$ cat src/rtl/div_pkg.sv
// Shared widths, iteration bounds and state encoding for the 64/32 divider.
package div_pkg;

    localparam int unsigned DIVIDEND_W = 64;
    localparam int unsigned DIVISOR_W  = 32;
    localparam int unsigned ITER_W     = 5;
    localparam int unsigned PR_W       = DIVISOR_W + 1;

    localparam logic [ITER_W-1:0] LAST_ITER = ITER_W'(DIVISOR_W - 1);

    typedef enum logic {
        S_IDLE,
        S_DIVIDE
    } div_state_t;

endpackage

$ cat src/rtl/div64x32_arith.sv
// Restoring-division datapath: operand registers, 33-bit compare/subtract,
// quotient shift register and the held result registers.
module div64x32_arith
    import div_pkg::*;
(
    input  logic                  clk,
    input  logic                  reset,
    input  logic [DIVIDEND_W-1:0] i_a,
    input  logic [DIVISOR_W-1:0]  i_b,
    input  logic                  i_load,
    input  logic                  i_iter,
    input  logic                  i_finish,
    input  logic                  i_err,
    output logic                  o_div_error_detect_c,
    output logic [DIVISOR_W-1:0]  o_quotient,
    output logic [DIVISOR_W-1:0]  o_remainder,
    output logic                  o_error
);

    logic [PR_W-1:0]      r_pr;
    logic [DIVISOR_W-1:0] r_lo;
    logic [DIVISOR_W-1:0] r_dv;
    logic [DIVISOR_W-1:0] r_quotient;
    logic [DIVISOR_W-1:0] r_remainder;
    logic                 r_error;

    logic [PR_W-1:0]      w_t;
    logic [PR_W-1:0]      w_dv_ext;
    logic                 w_ge;
    logic [PR_W-1:0]      w_pr_nxt;
    logic [DIVISOR_W-1:0] w_lo_nxt;

    // Quotient would not fit in 32 bits, or divisor is zero.
    assign o_div_error_detect_c = (i_b == '0) ||
                                  (i_a[DIVIDEND_W-1:DIVISOR_W] >= i_b);

    // One restoring step: shift in the next dividend bit, trial subtract.
    // A set pr MSB means the shifted value already exceeds any divisor.
    always_comb begin
        w_t      = {r_pr[DIVISOR_W-1:0], r_lo[DIVISOR_W-1]};
        w_dv_ext = {1'b0, r_dv};
        w_ge     = r_pr[PR_W-1] || (w_t >= w_dv_ext);
        w_pr_nxt = w_ge ? (w_t - w_dv_ext) : w_t;
        w_lo_nxt = {r_lo[DIVISOR_W-2:0], w_ge};
    end

    // Working registers: load on accept, update every iteration.
    always_ff @(posedge clk) begin
        if (reset) begin
            r_pr <= '0;
            r_lo <= '0;
            r_dv <= '0;
        end else if (i_load) begin
            r_pr <= PR_W'(i_a[DIVIDEND_W-1:DIVISOR_W]);
            r_lo <= i_a[DIVISOR_W-1:0];
            r_dv <= i_b;
        end else if (i_iter) begin
            r_pr <= w_pr_nxt;
            r_lo <= w_lo_nxt;
        end
    end

    // Result registers hold until the next completion or error.
    always_ff @(posedge clk) begin
        if (reset) begin
            r_quotient  <= '0;
            r_remainder <= '0;
            r_error     <= 1'b0;
        end else if (i_err) begin
            r_quotient  <= '1;
            r_remainder <= '0;
            r_error     <= 1'b1;
        end else if (i_finish) begin
            r_quotient  <= w_lo_nxt;
            r_remainder <= w_pr_nxt[DIVISOR_W-1:0];
            r_error     <= 1'b0;
        end
    end

    assign o_quotient  = r_quotient;
    assign o_remainder = r_remainder;
    assign o_error     = r_error;

endmodule

$ cat src/rtl/div64x32_fsm.sv
// Sequencer for the divider: accepts start in IDLE, counts 32 iterations,
// raises busy while iterating and pulses done on completion or error.
module div64x32_fsm
    import div_pkg::*;
(
    input  logic clk,
    input  logic reset,
    input  logic i_start,
    input  logic i_div_error_detect,
    output logic o_busy,
    output logic o_done,
    output logic o_load_c,
    output logic o_iter_c,
    output logic o_finish_c,
    output logic o_err_c
);

    div_state_t        r_state;
    div_state_t        w_state_nxt;
    logic [ITER_W-1:0] r_cnt;
    logic [ITER_W-1:0] w_cnt_nxt;
    logic              r_busy;
    logic              w_busy_nxt;
    logic              r_done;
    logic              w_done_nxt;

    // State, counter and registered handshake outputs.
    always_ff @(posedge clk) begin
        if (reset) begin
            r_state <= S_IDLE;
            r_cnt   <= '0;
            r_busy  <= 1'b0;
            r_done  <= 1'b0;
        end else begin
            r_state <= w_state_nxt;
            r_cnt   <= w_cnt_nxt;
            r_busy  <= w_busy_nxt;
            r_done  <= w_done_nxt;
        end
    end

    // Next-state logic and datapath control strobes.
    always_comb begin
        w_state_nxt = r_state;
        w_cnt_nxt   = r_cnt;
        w_busy_nxt  = r_busy;
        w_done_nxt  = 1'b0;
        o_load_c    = 1'b0;
        o_iter_c    = 1'b0;
        o_finish_c  = 1'b0;
        o_err_c     = 1'b0;
        case (r_state)
            S_IDLE: begin
                if (i_start) begin
                    if (i_div_error_detect) begin
                        // Divide-by-zero or overflow finishes immediately.
                        o_err_c    = 1'b1;
                        w_done_nxt = 1'b1;
                    end else begin
                        o_load_c    = 1'b1;
                        w_state_nxt = S_DIVIDE;
                        w_cnt_nxt   = '0;
                        w_busy_nxt  = 1'b1;
                    end
                end
            end
            S_DIVIDE: begin
                o_iter_c  = 1'b1;
                w_cnt_nxt = r_cnt + ITER_W'(1);
                if (r_cnt == LAST_ITER) begin
                    o_finish_c  = 1'b1;
                    w_state_nxt = S_IDLE;
                    w_cnt_nxt   = '0;
                    w_busy_nxt  = 1'b0;
                    w_done_nxt  = 1'b1;
                end
            end
            default: begin
                w_state_nxt = S_IDLE;
                w_busy_nxt  = 1'b0;
            end
        endcase
    end

    assign o_busy = r_busy;
    assign o_done = r_done;

endmodule

$ cat src/rtl/div64x32_iter.sv
// Iterative unsigned 64-by-32 divider: sequencer plus datapath.
module div64x32_iter
    import div_pkg::*;
(
    input  logic                  clk,
    input  logic                  reset,
    input  logic                  start,
    input  logic [DIVIDEND_W-1:0] a,
    input  logic [DIVISOR_W-1:0]  b,
    output logic                  busy,
    output logic                  done,
    output logic                  error,
    output logic [DIVISOR_W-1:0]  quotient,
    output logic [DIVISOR_W-1:0]  remainder
);

    logic w_load;
    logic w_iter;
    logic w_finish;
    logic w_err;
    logic w_div_error_detect;

    div64x32_fsm u_fsm (
        .clk                (clk),
        .reset              (reset),
        .i_start            (start),
        .i_div_error_detect (w_div_error_detect),
        .o_busy             (busy),
        .o_done             (done),
        .o_load_c           (w_load),
        .o_iter_c           (w_iter),
        .o_finish_c         (w_finish),
        .o_err_c            (w_err)
    );

    div64x32_arith u_arith (
        .clk                  (clk),
        .reset                (reset),
        .i_a                  (a),
        .i_b                  (b),
        .i_load               (w_load),
        .i_iter               (w_iter),
        .i_finish             (w_finish),
        .i_err                (w_err),
        .o_div_error_detect_c (w_div_error_detect),
        .o_quotient           (quotient),
        .o_remainder          (remainder),
        .o_error              (error)
    );

endmodule

$ cat config.mk
export PLATFORM = sky130hd
export DESIGN_NAME = div64x32_iter
export DESIGN_NICKNAME = d
export VERILOG_FILES = /design/src/rtl/div_pkg.sv /design/src/rtl/div64x32_arith.sv /design/src/rtl/div64x32_fsm.sv /design/src/rtl/div64x32_iter.sv
export SDC_FILE = /design/constraint.sdc
export NUM_CORES = 1
export LEC_CHECK = 0
export ABC_AREA = 1
export CAP_MARGIN = 20
export CORE_AREA = 2 2 150 152
export CTS_CLUSTER_SIZE = 12
export DETAILED_ROUTE_END_ITERATION = 6
export DIE_AREA = 0 0 152 154
export GPL_ROUTABILITY_DRIVEN = 1
export PLACE_DENSITY_LB_ADDON = 0.15
export RECOVER_POWER = 25
export SYNTH_ARGS = -nofsm -noshare
export SYNTH_HDL_FRONTEND = slang
export SYNTH_SLANG_ARGS = --single-unit
$ cat constraint.sdc
create_clock -name clk -period 2.1 [get_ports clk]
set_input_delay 0.315 -clock clk [delete_from_list [all_inputs] [get_ports clk]]
set_output_delay 0.315 -clock clk [all_outputs]
set_load 0.03 [all_outputs]
### Yosys cells after proc, flatten, opt, wreduce, memory -nomap -nowiden

Index checks and enable logic that the tools add are counted.

* bits in registers: 170
* input bits: 99
* output and inout bits: 67
* logic and storage cells: 58

* add/subtract/negate cells: 2
* order comparisons: 2
* equality and inequality tests: 4
* multiplexer cells: 29
* bitwise operators: 1
* reductions and logical operators: 9

Operator list (count)
* $mux W32: 6
* $ge A33 B32 Y1: 1
* $mux W33: 1
* $sub A33 B32 Y33: 1
* $ge A32 B32 Y1: 1
* $logic_not A32 Y1: 1
* $mux W1: 15
* $mux W5: 3
* $pmux W5 S2: 1
* $ne A2 B2 Y1 const B: 3
* $pmux W1 S2: 3
* $add A5 B1 Y5 const B: 1
* $eq A5 B5 Y1 const B: 1
* $reduce_bool A2 Y1: 2
* $reduce_or A2 Y1: 2
* $reduce_and A3 Y1: 1
* $logic_or A1 B1 Y1: 2
* $reduce_and A2 Y1: 1
* $not A1 Y1: 1

### Longest topological paths before layout

Gate-level depths: netlist of run 1.

* depth in word-level cells: 6
* mapped depth: 20
* gate-level depth less buffers: 19

### By module

A second synthesis of run 1 with hierarchy kept.

* cells, all modules: 1661
* area, all modules: 10786.6 µm²

By module, submodules not included
* div64x32_arith: instances 1, cells an instance 1610, area an instance 10388.7 µm², sequential area each 3243.1 µm²
* div64x32_fsm: instances 1, cells an instance 51, area an instance 397.9 µm², sequential area each 160.2 µm²

### Least setup slack after synthesis of run 1

OpenSTA, ideal clock, no wires.

* path kind: register to register
* from: register u_arith.r_dv[3]
* to: register u_arith.r_pr[32]
* library setup time: 0.126 ns
* arrival: 1.873 ns
* setup slack: 0.101 ns
* stages on the path, launching flop included: 17
* buffers on the path: 1
* clock period less this slack: 1.999 ns
* cells stage by stage: dfxtp_1 > inv_1 > ha_1 > nand2_2 > inv_1 > nand2_1 > nand2_1 > nand2_1 > nand3_2 > nand2_1 > nand3_2 > nand2_4 > nand2_4 > buf_6 > nand2_1 > xor2_1 > a21oi_2

* longest elaborated chain between the ends: 3
* elaborated cells on any way between the ends: 4
* classes of those cells: add/sub: 1; order compare: 1; mux: 1; reduce/logical: 1

Ends and longest elaborated chain
* start: declaration: line div64x32_arith.sv:22 `logic [DIVISOR_W-1:0] r_dv;`
* start signal: assignment: line div64x32_arith.sv:56 `r_dv <= i_b;`
* $ge A33 B32 Y1: line div64x32_arith.sv:42 `w_ge = r_pr[PR_W-1] || (w_t >= w_dv_ext);`
* $logic_or A1 B1 Y1: line div64x32_arith.sv:42
* $mux W33 (*): line div64x32_arith.sv:43 `w_pr_nxt = w_ge ? (w_t - w_dv_ext) : w_t;`
* end signal: assignment: line div64x32_arith.sv:54 `r_pr <= PR_W'(i_a[DIVIDEND_W-1:DIVISOR_W]);`
* end signal: assignment: line div64x32_arith.sv:58 `r_pr <= w_pr_nxt;`
* end: declaration: line div64x32_arith.sv:20 `logic [PR_W-1:0] r_pr;`

Mark *: on every way between the ends. The rest lies on a longest branch, timed or not.
A chain may end at the register's enable or synchronous reset.

### Worst setup path after layout of run 1

* from: register u_arith.r_dv[10]
* to: register u_arith.r_pr[29]

* longest elaborated chain between the ends: 5
* elaborated cells on any way between the ends: 6
* classes of those cells: add/sub: 1; order compare: 1; mux: 3; reduce/logical: 1

Ends and longest elaborated chain
* $ge A33 B32 Y1: line div64x32_arith.sv:42
* $logic_or A1 B1 Y1: line div64x32_arith.sv:42
* $mux W33 (*): line div64x32_arith.sv:43
* $mux W32 (*): line div64x32_arith.sv:57 `end else if (i_iter) begin`
* $mux W32 (*): line div64x32_arith.sv:53 `end else if (i_load) begin`

Mark *: on every way between the ends. The rest lies on a longest branch, timed or not. The select of a mux whose other input is x is not followed.

==> impl_results.md, run 1 <==
* Pint at approximately 10 mW
* Layout cells sized above 1 at a little under half
* CP max FO at 4
* Most instantiated cells after synthesis: nand2_1 (575), inv_1 (234), dfxtp_1 (170)
* Worst R2R Start: u_arith.r_dv[10]
* Hpwl dp at roughly 27 mm
* Die height at 154 um
* Placed insts at 2268
* Psw at about 9.2 mW
* NumNets Final at between 2000 and 2500
* Switching part of the total power at between 40% and 50%
* Crit. End Element: flop
* Worst slew pin tran at ~0.80 ns
* Sink Count at 170
* Row cnt at 54
* Die area at between 20000 and 25000 um2
* Yosys reg bits at 170
* Clock-pin slew on the worst setup and hold paths at roughly 0.09 ns
* TritonCTS Buffers at 17
* Clock skew at ~0.017 ns
* First DRT Iteration DRCs at 1862
* DRC violations left at 0
* Critical Path Source: u_arith.r_dv[10]
* Most common cell on crit path: nand2_1
* First-pass GRT wire length at ~69 mm
* RSZ-0062 raised after global routing: yes
* Final Max Slew Viols at 0
* Routed len/inst at approximately 23 um
* CTS H-tree depth at 4
* I/O pins at between 150 and 200
* Fin. Hold Viols at 0
* Critical Path, Cell by Cell: inv_2 > ha_4 > nand2_1 > nand2_2 > nand2_1 > nand2_1 > buf_4 > a21oi_1 > nand2_1 > nand2_1 > nand2_1 > nand2_1 > nand2_1 > nand2_4 > nand2_2 > o21ai_2 > a21oi_1
* Pwr dens at between 1000 and 1500 nW/um2
* Clock root buffer: clkbuf_16
* Final min period at 2.699 ns
* Worst VDD drop at between 0.7 and 0.8 mV
* Vias in the first global route at 13270
* Ranking of synthesized cells by area: dfxtp_1 (32%), nand2_1 (20%), inv_1 (8.2%)
* Syn. warnings at 0
* RD Place Congestion at 0.9462
* Crit path DAT at between 3 and 4 ns
* Count of cell types in the netlist at between 40 and 50
* Power consumption at about 20 mW
* Post-Route WL at around 56 mm
* CP delay by family, top: simple AND/OR/NAND/NOR gates
* Share of total power in combinational logic at a little under two thirds
* Critical Path Start Type: flop
* Cell area after synthesis at around 11000 um2
* Leak Pwr at around 9 nW
* Critical path required time at about 2.4 ns
* Floorplan core area at 21690 um2
* Area grow syn2layout at 74.81%
* Post-Synthesis Cells at 1673
* Failing checks: setup timing
* Port Buffers at around 170
* Starting Density at between 40% and 50%
* Buf+Inv Stages, Crit Path at 2
* Post-synth EDFFs at 0
* Number of nets still failing antenna checks after routing at 0
* CP peak stage delay at about 0.38 ns
* Main synth FF type: dfxtp_1
* Synth top area share at about a third
* FF+latch area at around 3500 um2
* Slew HR at between 40% and 50%
* GRT Residual Overflow at 0
* Pin count of the biggest net entering global routing at 71
* Clock buffer depth at 2
* Finished Core Util at between 80 and 90%
* Syn nets at ~1800
* Max Clk Rate at approximately 370 MHz
* Crit-path slowest cell: dfxtp_2
* Hold path startpoint: b[18]
* Pre-CTS WS at -0.8818 ns
* Crit share post-route at 128.5%
* Status: finished with violations
* Max-Cap Viols at 0
* Initial antenna violation count at 1
* Vias/cell at 6.146
* TritonRoute pass-1 iters at 7
* Sequential Power Share at slightly below 20%
* Synth area leader: dfxtp_1
* Non-filler cells, final at 2405
* Setup violators final at 149
* Ys async rst share at 0%
* Fillers at about 1000
* Hold Buf Count CTS at 0
* Clk pwr share at 16.8%
* Die W at approximately 150 um
* Hold_ws at 0.1660 ns
* Clock Latency Late Sink at 0.46 ns
* Hold WC Path Type: primary input to flop
* Vias at around 15000
* Setup CP Type: flop to flop
* Gr usage total at a little under two fifths
* Top-count cell post-synth: nand2_1
* Final WS setup at -0.5985 ns
* Seq/Total Area, Yosys at a little under a third
* Syn_area_per_cell at 6.412 um2
* Footprint of the multi-input gates at ~8600 um2
* CTS tree: built
-- flip-flops by register name, summed over array words and instances (netlist names) --
| signal | count |
|---|---|
| u_arith.r_pr | 33 |
| u_arith.o_quotient | 32 |
| u_arith.o_remainder | 32 |
| u_arith.r_dv | 32 |
| u_arith.r_lo | 32 |
| u_fsm.r_cnt | 5 |
| u_arith.o_error | 1 |
| u_fsm.o_busy | 1 |
| u_fsm.o_done | 1 |
| u_fsm.r_state | 1 |
-- final cells by class --
cell class / instances / share of cell area (%)
Inverter: 236 / 4.831
Clock buffer: 17 / 2.268
Multi-Input combinational cell: 1195 / 45.99
Antenna cell: 1 / 0.01334
Clock inverter: 15 / 0.9341
Sequential cell: 170 / 18.43
Timing Repair Buffer: 491 / 25.66
Tap cell: 280 / 1.868
-- worst paths after layout --
| kind | endpoint | slack [ns] | cells after the start |
|---|---|---|---|
| hold reg to reg | u_arith.o_remainder[29] | 0.47 | 2 |
| setup reg to reg | u_arith.r_pr[29] | -0.60 | 17 |
| hold / removal | u_arith.r_dv[18] | 0.17 | 3 |
| setup / recovery | u_arith.r_pr[29] | -0.60 | 17 |
-- power groups by stage --
stage | clock network [mW] | logic, mW | registers [mW]
3_5_place_dp | 0 | 7.09 | 3.76
3_3_place_gp | 0 | 7.03 | 3.76
2_1_floorplan | 0 | 3.89 | 3.84
5_1_grt | 3.39 | 13.0 | 3.84
6_report | 3.31 | 12.6 | 3.83
4_1_cts | 3.21 | 9.27 | 3.76
-- per-layer routing --
| layer | share of wire [%] | global-route usage (%) | wire length (um) |
|---|---|---|---|
| met5 | 0 | 0 | 0 |
| met4 | 11 | 18.16 | 6023 |
| met3 | 11 | 7.638 | 6359 |
| met2 | 44 | 63.69 | 25030 |
| met1 | 34 | 43.09 | 18910 |
-- layout by cell type, fill, tap and decap left out, types with 34 or more instances in the layout --
master | Yosys | layout
nand2_1 | 575 | 390
nand2_4 | 2 | 60
nand2_2 | 4 | 125
ha_4 | 0 | 56
nand3_1 | 73 | 35
a21oi_1 | 167 | 98
dfxtp_2 | 0 | 40
buf_4 | 2 | 253
inv_1 | 234 | 170
nor2_1 | 81 | 54
clkdlybuf4s50_1 | 0 | 66
dlygate4sd3_1 | 0 | 34
a21oi_2 | 1 | 68
dfxtp_1 | 170 | 129
inv_2 | 2 | 63
-- cell families (layout without fill, tap and decap cells) --
group / count (synthesis) / count (layout) / synth area share (%)
other: 0 / 1 / 0
muxes: 17 / 17 / 1.586
buffers and inverters: 308 / 759 / 11.39
adders and majority gates: 67 / 67 / 7.884
AOI/OAI and AO/OA: 285 / 285 / 14.79
and+or+nand+nor: 811 / 811 / 31.40
xor gates and xnor gates: 15 / 15 / 1.225
DFF: 170 / 170 / 31.72
-- tightest hold or removal path, stage by stage --
cell and delay (ns):
buf_2 0.11, inv_4 0.08, a21oi_1 0.06
-- stage by stage --
step                area, um2  setup TNS, ns
CTS                     17320         -2.444
floorplan               10730              0
global route            18750         -29.51
finish                  18750         -25.83
global placement        14250        -119.91
detailed placement      14250        -128.52
-- what timing repair did --
action / in CTS / in global routing
gates resized for setup: 505 / 387
setup buffers: 62 / 22
setup endpoints to repair: 169 / 136
cloned: 18 / 7
pin swaps: 92 / 145
(Power assumes the default switching activity.)
==> run 2: changes to the inputs <==
Settings changed: PLACE_DENSITY from default to 0.77, PLACE_DENSITY_LB_ADDON 0.15 to default.
==> impl_results.md, run 2 (synthesis results as in run 1) <==
* Final min period at 2.350 ns (was 2.699 ns)
* Top reg by flops: u_arith.r_pr (unchanged)
* RD Place Congestion at 0.9425 (was 0.9462)
* Number of nets still failing antenna checks after routing at 0 (unchanged)
* Critical path required time at 2.48 ns (was 2.42 ns)
* Hpwl dp at 26.45 mm (was 26.52 mm)
* CTS H-tree depth at 4 (unchanged)
* TritonRoute pass-1 iters at 6 (was 7)
* Cell count of the worst hold path at 4 (was 3)
* Hold WC Path Type: primary input to flop (unchanged)
* FF+latch area at 3435 um2 (was 3457 um2)
* Initial antenna violation count at 0 (was 1)
* Port Buffers at 165 (unchanged)
* Vias at 13360 (was 14780)
* Most common cell after layout, fill and taps aside: nand2_1 (unchanged)
* Clock skew at 0.01820 ns (was 0.01693 ns)
* Status: finished with violations (unchanged)
* Setup CP Type: primary input to flop (was flop to flop)
* Slew HR at 40.94% (was 46.36%)
* NumNets Final at 2214 (was 2277)
* Max-Cap Viols at 0 (unchanged)
* Post-DP Area at 14060 um2 (was 14250 um2)
* Die W at 152 um (unchanged)
* Sink Count at 170 (unchanged)
* Crit path DAT at 2.73 ns (was 3.02 ns)
* Layout cells sized above 1 at 37.31% (was 45.95%)
* Fillers at 1296 (was 1048)
* Ant diodes at 0 (was 1)
* I/O pins at 166 (unchanged)
* Placed insts at 2241 (was 2268)
* CP peak stage delay at 0.34 ns (was 0.38 ns)
* CTS tree: built (unchanged)
* Crit. End Element: flop (unchanged)
* Area grow syn2layout at 61.99% (was 74.81%)
* Hold path startpoint: a[52] (was b[18])
* Clock Latency Late Sink at 0.46 ns (about the same)
* Failing checks: setup timing (unchanged)
* Worst R2R Start: u_arith.r_dv[6] (was u_arith.r_dv[10])
* Design Area, Final at 17380 um2 (was 18750 um2)
* First DRT Iteration DRCs at 1346 (was 1862)
* RSZ-0062 raised after global routing: yes (unchanged)
* Die height at 154 um (unchanged)
* Die area at 23410 um2 (unchanged)
* Final Max Slew Viols at 0 (unchanged)
* Finished Core Util at 80.13% (was 86.47%)
* Footprint of the multi-input gates at 7949 um2 (was 8625 um2)
* Reg2Reg Depth at 16 (was 17)
* Crit-path slowest cell: nand4_1 (was dfxtp_2)
* Post-Route WL at 45.34 mm (was 56.32 mm)
* Starting Density at 49.46% (unchanged)
* Pwr dens at 969.4 nW/um2 (was 1051 nW/um2)
* CP max FO at 7 (was 4)
* Clock root buffer: clkbuf_16 (unchanged)
* Final WS setup at -0.2498 ns (was -0.5985 ns)
* Non-filler cells, final at 2341 (was 2405)
* Vias/cell at 5.707 (was 6.146)
* First-pass GRT wire length at 64.88 mm (was 69.07 mm)
* Floorplan core area at 21690 um2 (unchanged)
* Largest register FFs at 33 (unchanged)
* Crit share post-route at 111.9% (was 128.5%)
* Most common cell on crit path: buf_12 (was nand2_1)
* Critical Path Start Type: primary input (was flop)
* Setup violators final at 137 (was 149)
* GRT Residual Overflow at 0 (unchanged)
* Most frequent cells in the layout: nand2_1 (424), buf_4 (217), inv_1 (196) (was nand2_1 (390), buf_4 (253), inv_1 (170))
* DRC violations left at 0 (unchanged)
* Setup TNS at -16.11 ns (was -25.83 ns)
* Worst VDD drop at 0.6189 mV (was 0.7059 mV)
* Row cnt at 54 (unchanged)
* Max Clk Rate at 425.6 MHz (was 370.6 MHz)
* TritonCTS Buffers at 17 (unchanged)
* Critical Path Source: a[49] (was u_arith.r_dv[10])
* Critical Path, Cell by Cell: clkdlybuf4s15_2 > ha_4 > buf_4 > nand4_1 > nor2_4 > nand4_1 > nand4_4 > buf_6 > nand2_4 > nand2_4 > buf_12 > buf_12 > buf_12 > buf_16 > nand2_1 > a21oi_2 (was inv_2 > ha_4 > nand2_1 > nand2_2 > nand2_1 > nand2_1 > buf_4 > a21oi_1 > nand2_1 > nand2_1 > nand2_1 > nand2_1 > nand2_1 > nand2_4 > nand2_2 > o21ai_2 > a21oi_1)
* Worst slew pin tran at 0.8859 ns (was 0.8046 ns)
* Fin. Hold Viols at 0 (unchanged)
* Leak Pwr at 8.198 nW (was 8.801 nW)
* Vias in the first global route at 12680 (was 13270)
* Clock buffer depth at 2 (unchanged)
* Routed len/inst at 19.37 um (was 23.42 um)
* Clock-pin slew on the worst setup and hold paths at 0.09 ns (about the same)
* Pin count of the biggest net entering global routing at 71 (unchanged)
* Gr usage total at 33.99% (was 36.69%)
run 2: what timing repair did:
| action | in CTS | in global routing |
|---|---|---|
| hold buffers | 0 | 0 |
| gates resized for setup | 392 | 251 |
| setup buffers | 46 | 18 |
| endpoints found under the hold margin | 0 | 0 |
| setup endpoints to repair | 170 | 162 |
| cloned | 6 | 1 |
| pin swaps | 101 | 79 |
run 2: per-layer routing:
metal / vias up / track usage, % / share of wire, %
met2: 766 / 59.65 / 48
met3: 235 / 5.806 / 7.3
met4: 0 / 15.31 / 6.2
met5: - / 0 / 0
met1: 6303 / 40.77 / 39
li1: 6056 / - / -
run 2: final timing paths:
| kind | end | slack (ns) |
|---|---|---|
| min reg2reg | u_arith.o_remainder[30] | 0.47 |
| min | u_arith.r_pr[20] | 0.23 |
| max reg2reg | u_arith.o_remainder[4] | -0.24 |
| max | u_arith.r_lo[16] | -0.25 |
run 2: per-stage QoR:
stage | power (mW) | hold slack, ns | setup slack [ns]
detailed placement | 10.69 | 0.4400 | -1.221
global placement | 10.60 | 0.4396 | -1.040
finish | 16.85 | 0.2301 | -0.2498
CTS | 15.19 | 0.2012 | -0.09095
global route | 17.55 | 0.2400 | -0.3224
floorplan | 7.729 | 0.4444 | 0.1008
run 2: area by class of cell:
class	instances	share of cell area, %
clock buffer	17	2.448
clock inverter	15	1.210
inverter	236	5.184
multi-input combinational	1195	45.74
sequential	170	19.76
tap	280	2.016
timing repair buffer	428	23.64
run 2: critical path, delay by kind of cell:
family,cells,cell delay (ns)
and+or+nand+nor,7,1.10
AOI/OAI and AO/OA,1,0.15
buffers and inverters,7,0.87
adders and majority gates,1,0.28
run 2: power breakdown:
group	total, mW	leakage (nW)	switching, mW	internal [mW]
combinational	9.62	6.49	5.47	4.15
sequential	3.79	1.40	0.269	3.52
clock	3.43	0.301	1.78	1.65
total	16.8	8.20	7.52	9.33
